<file path="config.mk">
export PLATFORM = sky130hd
export DESIGN_NAME = dmem_byte_bridge
export DESIGN_NICKNAME = d
export VERILOG_FILES = /design/src/rtl/dmem_byte_bridge.sv
export SDC_FILE = /design/constraint.sdc
export NUM_CORES = 1
export LEC_CHECK = 0
export BUFFER_PORTS_ARGS = -buffer_cell sky130_fd_sc_hd__buf_2
export CORE_ASPECT_RATIO = 1.2
export CORE_MARGIN = 2
export CORE_UTILIZATION = 47
export CTS_BUF_LIST = sky130_fd_sc_hd__clkbuf_4
export DETAILED_ROUTE_END_ITERATION = 10
export PLACE_DENSITY = 0.81
export RECOVER_POWER = 25
export SLEW_MARGIN = 20
export SYNTH_ARGS = -nofsm -noshare
export SYNTH_HDL_FRONTEND = slang
export SYNTH_SLANG_ARGS = --single-unit
</file>
<file path="constraint.sdc">
create_clock -name clk -period 1.75 [get_ports clk]
set_input_delay 0.2625 -clock clk [delete_from_list [all_inputs] [get_ports clk]]
set_output_delay 0.2625 -clock clk [all_outputs]
set_load 0.01 [all_outputs]
</file>
<file path="src/rtl/dmem_byte_bridge.sv">
// rtl/dmem_byte_bridge.sv - 16-bit core data port to 8-bit req/ack memory bus bridge, big-endian.
// Optional MEM_TIMEOUT_EN aborts a beat after TIMEOUT_CYCLES without mem_ack.
module dmem_byte_bridge #(
  parameter int TIMEOUT_CYCLES = 255,
  parameter int TO_W           = 8
) (
  input  logic        clk,
  input  logic        rst,
  input  logic        d_mem_assert,
  input  logic        d_mem_cmd,
  input  logic [15:0] d_mem_addr,
  input  logic        d_mem_be0,
  input  logic        d_mem_be1,
  input  logic [15:0] d_mem_data_out,
  output logic [15:0] d_mem_data_in,
  output logic        d_mem_rdy,
  output logic        mem_req,
  output logic        mem_we,
  output logic [15:0] mem_addr,
  output logic [7:0]  mem_wdata,
  input  logic [7:0]  mem_rdata,
  input  logic        mem_ack,
  output logic        bus_err
);

  typedef enum logic [1:0] {
    IDLE  = 2'd0,
    BEAT0 = 2'd1,
    BEAT1 = 2'd2,
    DONE  = 2'd3
  } state_t;

  state_t      state_q, state_d;
  logic        cmd_q, word_q;
  logic [15:0] data_q, rd_q;
  logic        accept, timeout, abort_q;

  localparam bit CFG_OK = (TIMEOUT_CYCLES < (2 ** TO_W));
  generate
    if (!CFG_OK) begin : g_cfg_check
      $error("dmem_byte_bridge: TIMEOUT_CYCLES must fit in TO_W bits");
    end
  endgenerate

  // The request is still held during the rdy cycle; ignoring it there avoids replaying it.
  assign accept = d_mem_assert && !d_mem_rdy;

`ifdef MEM_TIMEOUT_EN
  logic            in_beat;
  logic [TO_W-1:0] to_cnt;

  assign in_beat = (state_q == BEAT0) || (state_q == BEAT1);
  assign timeout = in_beat && !mem_ack && (to_cnt == TO_W'(TIMEOUT_CYCLES - 1));

  always_ff @(posedge clk) begin
    if (rst) begin
      to_cnt  <= '0;
      abort_q <= 1'b0;
      bus_err <= 1'b0;
    end else begin
      to_cnt  <= (in_beat && !mem_ack) ? to_cnt + 1'b1 : '0;
      bus_err <= (state_q == DONE) && abort_q;
      if (timeout)
        abort_q <= 1'b1;
      else if (state_q == DONE)
        abort_q <= 1'b0;
    end
  end
`else
  assign timeout = 1'b0;
  assign abort_q = 1'b0;
  assign bus_err = 1'b0;
`endif

  always_comb begin
    state_d = state_q;
    case (state_q)
      IDLE:  if (accept) state_d = BEAT0;
      BEAT0: begin
        if (mem_ack)      state_d = word_q ? BEAT1 : DONE;
        else if (timeout) state_d = DONE;
      end
      BEAT1: if (mem_ack || timeout) state_d = DONE;
      DONE:  state_d = IDLE;
      default: state_d = IDLE;
    endcase
  end

  always_ff @(posedge clk) begin
    if (rst) begin
      state_q       <= IDLE;
      cmd_q         <= 1'b0;
      word_q        <= 1'b0;
      data_q        <= 16'h0000;
      rd_q          <= 16'h0000;
      d_mem_rdy     <= 1'b0;
      d_mem_data_in <= 16'h0000;
      mem_req       <= 1'b0;
      mem_we        <= 1'b0;
      mem_addr      <= 16'h0000;
      mem_wdata     <= 8'h00;
    end else begin
      state_q       <= state_d;
      d_mem_rdy     <= (state_q == DONE);
      d_mem_data_in <= 16'h0000;
      case (state_q)
        IDLE: begin
          if (accept) begin
            cmd_q   <= d_mem_cmd;
            word_q  <= d_mem_be0 & d_mem_be1;
            data_q  <= d_mem_data_out;
            rd_q    <= 16'h0000;
            mem_req <= 1'b1;
            mem_we  <= d_mem_cmd;
            if (d_mem_be0 & d_mem_be1) begin
              mem_addr  <= {d_mem_addr[15:1], 1'b0};
              mem_wdata <= d_mem_data_out[15:8];
            end else begin
              mem_addr  <= d_mem_addr;
              mem_wdata <= d_mem_data_out[7:0];
            end
          end
        end
        BEAT0: begin
          if (mem_ack) begin
            // Word: keep mem_req high and load the odd beat on the same edge.
            if (word_q) begin
              rd_q[15:8] <= mem_rdata;
              mem_addr   <= {mem_addr[15:1], 1'b1};
              mem_wdata  <= data_q[7:0];
            end else begin
              rd_q[7:0] <= mem_rdata;
              mem_req   <= 1'b0;
              mem_we    <= 1'b0;
            end
          end else if (timeout) begin
            mem_req <= 1'b0;
            mem_we  <= 1'b0;
          end
        end
        BEAT1: begin
          if (mem_ack) begin
            rd_q[7:0] <= mem_rdata;
            mem_req   <= 1'b0;
            mem_we    <= 1'b0;
          end else if (timeout) begin
            mem_req <= 1'b0;
            mem_we  <= 1'b0;
          end
        end
        DONE: begin
          if (abort_q)
            d_mem_data_in <= 16'hFFFF;
          else if (!cmd_q)
            d_mem_data_in <= rd_q;
        end
        default: ;
      endcase
    end
  end

endmodule

</file>
== Yosys cells after proc, flatten, opt, wreduce, memory -nomap -nowiden ==
Cells that the tools add are included.

* Bits in writable memories: 0
* Flip-flop bits (word level): 71
* Latch bits: 0
* Logic and storage cells: 64
* ROM bits: 0
* Memories kept: 0

* Multipliers: 0
* Shift-type cells: 0
* Reductions and logical operators: 11
* Muxes and demuxes: 29
* Add/sub/neg operators: 0
* Eq/ne operators: 8
* Div/mod/pow operators: 0
* Magnitude comparators: 0
* Bitwise logic cells: 3

{| class="wikitable"
|+ Operators by type and width
! operator !! count
|-
| 8-bit two-way mux || 7
|-
| 16-bit two-way mux || 3
|-
| 16-bit one-hot mux with 2 select lines || 1
|-
| 8-bit one-hot mux with 2 select lines || 2
|-
| 8-bit one-hot mux with 3 select lines || 1
|-
| 2-bit inequality test (second input constant) || 5
|-
| 1-bit two-way mux || 9
|-
| 2-bit one-hot mux with 4 select lines || 1
|-
| 2-bit two-way mux || 3
|-
| 1-bit one-hot mux with 3 select lines || 2
|-
| 3-bit AND reduction || 2
|-
| 5-bit AND reduction || 1
|-
| 2-bit == test (second input constant) || 2
|-
| 4-bit AND reduction || 1
|-
| 3-bit nonzero test || 1
|-
| 3-bit OR reduction || 1
|-
| 2-bit by 1-bit == test with 1-bit output (second input constant) || 1
|-
| 2-bit zero test || 1
|-
| 1-bit NOT || 2
|-
| 2-bit AND reduction || 1
|-
| 2-bit nonzero test || 1
|-
| 1-bit bitwise AND || 1
|-
| 1-bit logical AND || 1
|-
| 1-bit zero test || 1
|}

== Logic depth before layout (Yosys ltp) ==
Gate-level depths: netlist (run 1).

* Depth after elaboration: 4
* Depth in mapped cells: 9
* Mapped depth without buffers: 6

== Worst setup path before layout (run 1) ==
No wires, ideal clock.

* Path type: reg-to-reg
* Start point: register state_q[0]
* End point: register mem_wdata[6]
* Library setup time: 70 ps
* Stages on the path, launching flop included: 10
* Path buffers: 3
* Data required time: 1,680 ps
* Arrival time: 1,630 ps
* Path slack: 49 ps
* Clock period less this slack: 1,701 ps
* Cell sequence: dfxtp_1 inv_1 ha_1 buf_2 mux2i_1 a211o_1 buf_4 buf_6 nand2_1 a21oi_1

* Longest elaborated chain between the ends: 3
* Elaborated cells on any way between the ends: 8

{| class="wikitable"
|+ Ends and longest elaborated chain
! what !! RTL line !! source
|-
| start: declaration || 33 || <nowiki>state_t state_q, state_d;</nowiki>
|-
| start signal: assignment || 103 || <nowiki>state_q <= state_d;</nowiki>
|-
| 2-bit by 1-bit == test with 1-bit output / 2-bit zero test (equally long branches) || 106 || <nowiki>case (state_q)</nowiki>
|-
| 2-bit inequality test (no source line) / 2-bit nonzero test (equally long branches) || -- ||
|-
| 4-bit AND reduction (no source line) || -- ||
|-
| end signal: assignment || 117 || <nowiki>mem_wdata <= d_mem_data_out[15:8];</nowiki>
|-
| end signal: assignment || 120 || <nowiki>mem_wdata <= d_mem_data_out[7:0];</nowiki>
|-
| end signal: assignment || 130 || <nowiki>mem_wdata <= data_q[7:0];</nowiki>
|-
| end: declaration || 20 || <nowiki>output logic [7:0] mem_wdata,</nowiki>
|}

Several ways; a longest one is shown, not always the timed one.
A chain may end at the register's enable or synchronous reset.

== Worst setup path after layout (run 1) ==
* Start point: register state_q[0]
* End point: register state_q[0]

* Longest elaborated chain between the ends: 3
* Elaborated cells on any way between the ends: 9

{| class="wikitable"
|+ Ends and longest elaborated chain
! what !! RTL line !! source
|-
| 2-bit == test (tied with other cells) || 77 || <nowiki>case (state_q)</nowiki>
|-
| 2-bit inequality test (no source line) || -- ||
|-
| 3-bit AND reduction (no source line) || -- ||
|}

Several ways; a longest one is shown, not always the timed one.

==> metrics.txt, run 1 <==
Setup CP Type=flop to flop; vias in the first global route=2248; number of setup violations in the final report=0; Post-Syn Area=~0.0029 mm^2; GR Util met3=0.0383; wire length per cell=13.2 um; element type at the critical path end=flop; total power per unit cell area=1550 mW/mm^2; multi-input combinational cell area=about 0.0013 mm^2; sequential share of the synthesized area=0.498; CTS Buf Count=9; Antenna Nets Post-Route=0; unrepaired setup endpoints after global routing=yes; global routing usage on met2=0.328; area grow syn2layout=22.6%; Worst slew margin=0.633; sequential share of power=0.390; Port Buffers=slightly below 90; drt pass-1 iters=4; drt drc=0; chip width=75.1 um; largest net degree at the start of global routing=55; antenna violations before repair=0; H-tree depth=3; grt total ovfl=0; Placed Area=around 0.0034 mm^2; clock transition at the registers of the reported paths=100 ps; CP arrival=1920 ps; commonest non-fill, non-tap cells in the layout=dfxtp_1, buf_2, nand2_1; CTS Buffer Depth=2; die area=approximately 0.0067 mm^2; fmax=around 610 MHz; Via-to-Cell Ratio=5.06; Worst Skew=8.32 ps; Final Slew Violations=0; IO Count=~90; Tot Pwr=~5.4 mW; crit path max fanout=11; Mean Syn Cell Area=about 9 um^2; final period utilization=0.932; cell area after layout=roughly 0.0035 mm^2; Yosys reg bits=a little over 70; hold crit path type=input port to flop; Register Area=~0.0014 mm^2; vias=2495; CTS Sinks=71; # nets final=460; CTS tree=yes; final WL=6510 um; first-pass GRT wire length=slightly above 10000 um; Hold Slack=roughly 92 ps; Max VDD drop=927 uV; r2r worst-path depth=6; share of cells above drive strength 1=0.258; clock latency on the worst-skew pair=400 ps; Placed Instances=477; commonest non-fill, non-tap cell in the layout=dfxtp_1; row count=31; gr usage total=0.198; Worst setup SP type=flop; Routability Congestion=0.851; Root Buffer=clkbuf_4; Slew @ Worst Pin=551 ps; Leakage=about 1.4 nW; M1 GR Usage=0.243; setup TNS=0 ps; Net Sw Power=approximately 2.1 mW; ANT cells=0; area of the core=just under 0.006 mm^2; DR iter-0 viols=between 150 and 200; DP HPWL=4650 um; required time worst endpoint=just over 2000 ps; Synth warnings=0; max cap viols=0; Hold Path Depth=2; final hold vios=0; clock share of power=0.187; outcome=finished clean; Fillers=around 560; syn nets=371; Post-CTS Setup Inserts=0; Die Height=approximately 90 um; busiest grt layer=met2; Initial Util=0.481; post-synth cell types=32; combinational share of power=0.423; cell count after synthesis=317; final non-filler cell total=just under 500; minimum clock period=1630 ps; switching share of power=0.380; P_int=3.37 mW
-- state kept, by name, summed over array words and instances (netlist names) --
name	count
d_mem_rdy	1
rd_q	16
mem_wdata	8
mem_we	1
mem_req	1
cmd_q	1
d_mem_data_in	16
word_q	1
mem_addr	16
data_q	8
state_q	2
-- power groups by stage --
stage               sequential [mW]  clock [mW]  combinational [mW]
floorplan                      2.22           0                1.51
global placement               2.14           0                2.19
detailed placement             2.15           0                2.24
CTS                            2.12        1.04                2.26
global route                   2.16        1.10                2.54
finish                         2.12        1.02                2.30
-- synth_stat cells --
library cell | instances | share of area
ha_1 | 7 | 0.031
a211o_1 | 1 | 0.0031
or3_1 | 1 | 0.0022
and2b_1 | 2 | 0.0053
o21ba_2 | 1 | 0.0035
nand2_1 | 54 | 0.071
nor3_1 | 1 | 0.0018
o21bai_1 | 1 | 0.0026
o211ai_1 | 8 | 0.021
buf_6 | 2 | 0.0079
a211oi_4 | 1 | 0.0070
o21ai_0 | 1 | 0.0018
nand3_1 | 25 | 0.044
a21oi_1 | 53 | 0.093
buf_4 | 3 | 0.0079
dfxtp_1 | 71 | 0.50
nand2b_1 | 5 | 0.011
o211ai_2 | 1 | 0.0044
o211a_1 | 1 | 0.0035
a2111oi_0 | 1 | 0.0031
mux2i_1 | 2 | 0.0070
nand3b_1 | 16 | 0.042
buf_2 | 8 | 0.014
conb_1 | 1 | 0.0013
mux2_2 | 8 | 0.032
nor2b_1 | 2 | 0.0044
clkbuf_1 | 10 | 0.013
or2b_1 | 5 | 0.013
and2_1 | 17 | 0.037
inv_1 | 4 | 0.0053
nor2_1 | 2 | 0.0026
a211oi_1 | 2 | 0.0053
-- kinds of logic after synthesis --
group / count (synthesis) / synth area share
fa+ha+maj: 7 / 0.0307
other cells: 1 / 0.00131
mux: 10 / 0.0386
simple gates: 130 / 0.235
compound gates: 71 / 0.148
flops: 71 / 0.498
buf+inv: 27 / 0.0482
-- worst max-delay path: stages, from the launching register on --
cell	delay (ps)
dfxtp_2	380
inv_1	100
ha_2	250
buf_4	200
a21oi_1	190
o21ai_0	140
a211oi_1	270
-- per-stage QoR --
stage           util  worst slack (ps)
2_1_floorplan      -              49.2
5_1_grt        0.590             -2.32
3_5_place_dp   0.568             -54.4
4_1_cts        0.591              7.47
6_report       0.590               118
3_3_place_gp   0.568              62.1
-- cell type report --
class                           count  share of cell area
Sequential cell                    71               0.407
Multi-Input combinational cell    219               0.378
Clock inverter                      4              0.0132
Tap cell                           82              0.0293
Timing Repair Buffer              101               0.142
Inverter                            4             0.00429
Clock buffer                       12              0.0258
-- final timing paths --
kind	slack (ps)	from	end
worst min register to register	450	rd_q[6]	rd_q[6]
worst min-delay path	90	rst	d_mem_rdy
worst max-delay path	120	state_q[0]	state_q[0]
worst max register to register	120	state_q[0]	state_q[0]
-- per-layer routing --
metal | wire [um] | vias up
met5 | 0 | -
met4 | 175 | 0
met3 | 370 | 14
met2 | 3200 | 79
met1 | 2760 | 1147
li1 | - | 1255
-- timing repair --
action / CTS / global route
hold buffers: 0 / 0
resized for setup: 2 / 7
endpoints found under the setup margin: 23 / 28
cloned: 0 / 0
pin swaps: 1 / 1
Power figures use the tool's default switching activity.
==> run 2, diff against run 1 <==
--- a/config.mk
+++ b/config.mk
@@ -5,14 +5,16 @@
 export SDC_FILE = /design/constraint.sdc
 export NUM_CORES = 1
 export LEC_CHECK = 0
+export ABC_AREA = 1
 export BUFFER_PORTS_ARGS = -buffer_cell sky130_fd_sc_hd__buf_2
 export CORE_ASPECT_RATIO = 1.2
 export CORE_MARGIN = 2
-export CORE_UTILIZATION = 47
+export CORE_UTILIZATION = 48
 export CTS_BUF_LIST = sky130_fd_sc_hd__clkbuf_4
 export DETAILED_ROUTE_END_ITERATION = 10
 export PLACE_DENSITY = 0.81
 export RECOVER_POWER = 25
+export SKIP_LAST_GASP = 1
 export SLEW_MARGIN = 20
 export SYNTH_ARGS = -nofsm -noshare
 export SYNTH_HDL_FRONTEND = slang
==> metrics.txt, run 2 <==
outcome=finished clean; fmax=639 MHz (+4.2%); antenna violations before repair=0 (unchanged); post-synthesis compound-gate area fraction=0.0718 (-0.0765); chip width=77.0 um (+2.5%); Mean Syn Cell Area=6.93 um^2 (-23%); simple logic cell fraction of the synthesized area=0.313 (+0.0786); Die Height=91.6 um (+2.5%); final WL=6600 um (+1.5%); die area=0.00705 mm^2 (+5.0%); share of cells above drive strength 1=0.185 (-0.0727); cell taking the most area after synthesis=dfxtp_1; WL met3=510 um (+38%); drt drc=0 (unchanged); DP HPWL=4940 um (+6.3%); asr flop ratio synth=0 (unchanged); Slowest cell on crit path=dfxtp_1; Largest regs=d_mem_data_in: 16 flops, mem_addr: 16 flops, rd_q: 16 flops; vias in the first global route=2735 (+22%); area of the core=0.00613 mm^2 (+3.3%); Antenna Nets Post-Route=0 (unchanged); Synth Area in Adders=0.0285 (-0.00215); Root Buffer=clkbuf_4; Port Buffers=89 (unchanged); cell count after synthesis=443 (+40%); beginning of the critical path=state_q[1]; worst hold start=d_mem_data_out[7]; largest net degree at the start of global routing=27 (-51%); top sig layer=met4; final hold vios=0 (unchanged); grt total ovfl=0 (unchanged); synth cell count leaders=nand2_1, dfxtp_1, inv_1; Tot Pwr=5.95 mW (+9.4%); drt pass-1 iters=4 (unchanged); max cap viols=0 (unchanged); CTS tree=yes; ANT cells=0 (unchanged); final period utilization=0.895 (-0.0374); wire length per cell=10.6 um (-20%); clock latency on the worst-skew pair=410 ps (about the same); Top delay family on crit path=simple AND/OR/NAND/NOR gates; Final Slew Violations=0 (unchanged); most common flop cell mapped by yosys=dfxtp_1; element type at the critical path end=flop; Worst Skew=11.1 ps (+2.74 ps); met1 WL=2720 um (-1.4%); Initial Util=0.501 (+0.0199); # nets final=589 (+28%); crit path max fanout=26 (+15); DR iter-0 viols=119 (-35%); Via-to-Cell Ratio=4.64 (-8.3%); Worst R2R Start=state_q[1]; top-count cell post-synth=nand2_1; Worst slew margin=0.626 (-0.00702); Max VDD drop=857 uV (-7.6%); Setup CP Type=flop to flop; Slew @ Worst Pin=560 ps (+9.91 ps); CP arrival=1880 ps (-40 ps); gr usage total=0.192 (-0.00627); row count=31 (unchanged); unrepaired setup endpoints after global routing=no; met2 routed WL=3300 um (+3.1%); sequential share of the synthesized area=0.463 (-0.0350); number of setup violations in the final report=0 (unchanged); vias=2887 (+16%); CTS Sinks=71 (unchanged); hold crit path type=input port to flop; required time worst endpoint=2060 ps (+20 ps); Synth warnings=0 (unchanged); commonest non-fill, non-tap cells in the layout=nand2_1, dfxtp_1, inv_1; top post-synthesis cells by area=dfxtp_1, nand2_1, inv_1; setup TNS=0 ps (unchanged); first-pass GRT wire length=11000 um (+8.4%); Util after Layout=0.608 (+0.0189); slowest stage delay, CP=330 ps (-50 ps); main combinational cell family by area after synthesis=simple AND/OR/NAND/NOR gates; Worst setup SP type=flop; post-synth cell types=20 (-38%); Fillers=602 (+7.9%); Hold Slack=101 ps (+8.29 ps); H-tree depth=3 (unchanged); number of flops mapped to enable cells by yosys=0 (unchanged); Yosys top cell area share=0.463 (-0.0350); area grow syn2layout=21.5%; IO Count=91 (unchanged); Bufs and invs on worst path=3 (+1); Routability Congestion=0.866 (+1.8%); mux cell area share after synthesis=0 (-0.0386); total power per unit cell area=1600 mW/mm^2 (+2.6%); Yosys reg bits=71 (unchanged); clock transition at the registers of the reported paths=110 ps (about the same); commonest non-fill, non-tap cell in the layout=nand2_1; Leakage=1.90 nW (+35%); CTS Buffer Depth=2 (unchanged); minimum clock period=1570 ps (-65.5 ps); CTS Buf Count=9 (unchanged); Post-Syn Area=0.00307 mm^2 (+7.5%); critical-path cell list=inv_1, ha_1, inv_1, buf_4, a21oi_4, nand2_4, nor2_1, nor2_1; post-synthesis share of cell area spent on xor and xnor gates=0 (unchanged); syn nets=497 (+34%)
-- run 2: kinds of logic (layout without fill, tap and decap cells) --
group | Yosys count | in the layout
flip-flops | 71 | 71
adder cells (fa/ha/maj) | 7 | 7
buffers and inverters | 88 | 185
other | 1 | 1
AND/OR/NAND/NOR | 235 | 235
AO/OA/AOI/OAI | 41 | 41
-- run 2: through the flow --
stage	cells	setup WS [ps]	cell area (um^2)
floorplan	443	117	3070
global placement	606	64.6	3620
detailed placement	606	-51.0	3620
CTS	622	177	3750
global route	622	33.0	3730
finish	622	184	3730
-- run 2: worst paths after layout --
check	end	slack [ps]	cells past startpoint
setup / recovery	mem_wdata[5]	180	8
hold / removal	data_q[7]	100	3
setup reg to reg	mem_wdata[5]	180	8
hold reg to reg	d_mem_data_in[2]	420	2
-- run 2: layout make-up --
| class | instances | area (um^2) | share of cell area |
|---|---|---|---|
| flip-flops and latches | 71 | 1420 | 0.381 |
| clock buffers | 12 | 90.1 | 0.0242 |
| clock inverters | 4 | 46.3 | 0.0124 |
| well taps | 82 | 103 | 0.0275 |
| repair buffers | 104 | 537 | 0.144 |
| inverters | 65 | 249 | 0.0668 |
| multi-input cells | 284 | 1280 | 0.344 |
-- run 2: layer usage --
metal / up-vias / track usage
li1: 1523 / -
met1: 1259 / 0.207
met4: 0 / 0.0595
met5: - / 0
met3: 6 / 0.0686
met2: 99 / 0.348
-- run 2: tightest hold or removal path, delay by kind of cell --
family / cells / cell delay, ps
buf+inv: 2 / 140
compound gates: 1 / 60
-- run 2: power breakdown --
part	switching (mW)	leakage [nW]	internal, mW
clock	0.530	0.0750	0.478
combinational	1.73	1.24	1.02
sequential	0.176	0.582	2.01
-- run 2: what timing repair did --
action,4_1_cts,5_1_grt
buffers inserted,0,0
hold buffers,0,0
gates resized for setup,1,2
endpoints found under the setup margin,10,2
==> run 3, diff against run 2 <==
==> constraint.sdc (replaced) <==
create_clock -name clk -period 1.75 [get_ports clk]
set_input_delay 0.2625 -clock clk [delete_from_list [all_inputs] [get_ports clk]]
set_output_delay 0.2625 -clock clk [all_outputs]
set_load 0.1 [all_outputs]
==> metrics.txt, run 3 (synthesis gave the netlist of run 2 again) <==
CTS tree=yes; CTS Sinks=71 (unchanged); fmax=636 MHz (-0.40%); Die Height=91.6 um (unchanged); # nets final=589 (unchanged); cell area after layout=0.00375 mm^2 (+0.47%); Placed Instances=606 (unchanged); gr usage total=0.193 (+0.00122); Setup CP Type=flop to flop; Slew @ Worst Pin=550 ps (-10.5 ps); total power per unit cell area=1890 mW/mm^2 (+19%); DP HPWL=4870 um (-1.4%); pre-CTS WS=-60.8 ps (-9.81 ps); Root Buffer=clkbuf_4; row count=31 (unchanged); hold crit path type=input port to flop; H-tree depth=3 (unchanged); vias=2895 (+0.28%); CTS Buffer Depth=2 (unchanged); DR iter-0 viols=112 (-5.9%); share of cells above drive strength 1=0.234 (+0.0490); beginning of the critical path=state_q[1]; minimum clock period=1570 ps (+6.24 ps); Worst slew margin=0.633 (+0.00702); largest net degree at the start of global routing=27 (unchanged); final WL=6580 um (-0.41%); crit path max fanout=26 (unchanged); first-pass GRT wire length=11000 um (+0.19%); ANT cells=0 (unchanged); IO Count=91 (unchanged); Largest regs=d_mem_data_in: 16 flops, mem_addr: 16 flops, rd_q: 16 flops; CP arrival=1870 ps (about the same); clock latency on the worst-skew pair=390 ps (-20 ps); clock transition at the registers of the reported paths=100 ps (about the same); Leakage=1.98 nW (+4.4%); commonest non-fill, non-tap cells in the layout=nand2_1, dfxtp_1, inv_1; Final Slew Violations=0 (unchanged); Initial Util=0.501 (unchanged); Fillers=579 (-3.8%); commonest non-fill, non-tap cell in the layout=nand2_1; Routability Congestion=0.843 (-2.7%); worst hold start=d_mem_data_out[7]; final period utilization=0.898 (+0.00356); Post-CTS Setup Inserts=0 (unchanged); critical-path cell list=inv_1, ha_1, inv_1, buf_4, a21oi_4, nand2_4, nor2_1, nor2_1; unrepaired setup endpoints after global routing=no; Antenna Nets Post-Route=0 (unchanged); outcome=finished clean; area grow syn2layout=22.1%; area of the core=0.00613 mm^2 (unchanged); required time worst endpoint=2040 ps (-20 ps); Placed Area=0.00362 mm^2 (about the same); wire length per cell=10.6 um (about the same); grt total ovfl=0 (unchanged); max cap viols=0 (unchanged); Bufs and invs on worst path=3 (unchanged); Worst Slack Setup Final=178 ps (-6.24 ps); slowest stage delay, CP=320 ps (about the same); Hold Slack=121 ps (+20.8 ps); Port Buffers=89 (unchanged); number of setup violations in the final report=0 (unchanged); antenna violations before repair=0 (unchanged); Via-to-Cell Ratio=4.67 (+0.60%); vias in the first global route=2642 (-3.4%); Worst Skew=7.58 ps (-3.48 ps); Top delay family on crit path=simple AND/OR/NAND/NOR gates; Max VDD drop=1160 uV (+35%); Tot Pwr=7.10 mW (+19%); drt pass-1 iters=4 (unchanged); Worst R2R Start=state_q[1]; drt drc=0 (unchanged); element type at the critical path end=flop; final hold vios=0 (unchanged); CTS Buf Count=9 (unchanged); Slowest cell on crit path=dfxtp_1; hold buffers post-CTS=0 (unchanged); final non-filler cell total=620 (-0.32%); chip width=77.0 um (unchanged); die area=0.00705 mm^2 (unchanged); Worst setup SP type=flop
run 3: cell types whose count changed in the layout (fill, tap and decap cells not counted), sizes merged:
cell    previous run  this run
clkinv             3         4
clkbuf            39        36
run 3: metal layers:
layer	up-vias	wire [um]	track usage	share of wire
met5	-	0	0	0
met4	0	147	0.0848	0.022
met3	13	417	0.0447	0.063
met2	99	3240	0.339	0.49
met1	1257	2770	0.223	0.42
li1	1526	-	-	-
run 3: cell type report:
type | instances | area, um^2 | area share
flip-flops and latches | 71 | 1420 | 0.380
multi-input cells | 284 | 1280 | 0.342
repair buffers | 104 | 571 | 0.152
inverters | 65 | 249 | 0.0665
well taps | 82 | 103 | 0.0274
clock buffers | 9 | 67.6 | 0.0180
clock inverters | 5 | 51.3 | 0.0137
run 3: power breakdown:
| group | switching (mW) | internal [mW] |
|---|---|---|
| registers | 0.175 | 2.01 |
| logic | 2.94 | 1.04 |
| clock network | 0.522 | 0.411 |
| total | 3.64 | 3.46 |
run 3: per-stage QoR:
step / util / setup TNS (ps)
floorplan: - / 0
global placement: 0.590 / 0
detailed placement: 0.590 / -280
CTS: 0.610 / 0
global route: 0.611 / 0
finish: 0.611 / 0
run 3: path summary, 6_finish.rpt:
path / end / slack (ps) / cells past startpoint
worst max-delay path: mem_wdata[5] / 180 / 8
worst min-delay path: data_q[7] / 120 / 3
worst max register to register: mem_wdata[5] / 180 / 8
worst min register to register: d_mem_data_in[3] / 430 / 2
run 3: worst min-delay path: stages:
cell and delay [ps]:
buf_2 80, inv_1 40, a21oi_1 100
run 3: what timing repair did:
action                                 CTS  global route
endpoints found under the hold margin    0             0
resized for setup                        1             2
cloned                                   0             0
pin swaps                                0             0
setup endpoints to repair               10             8
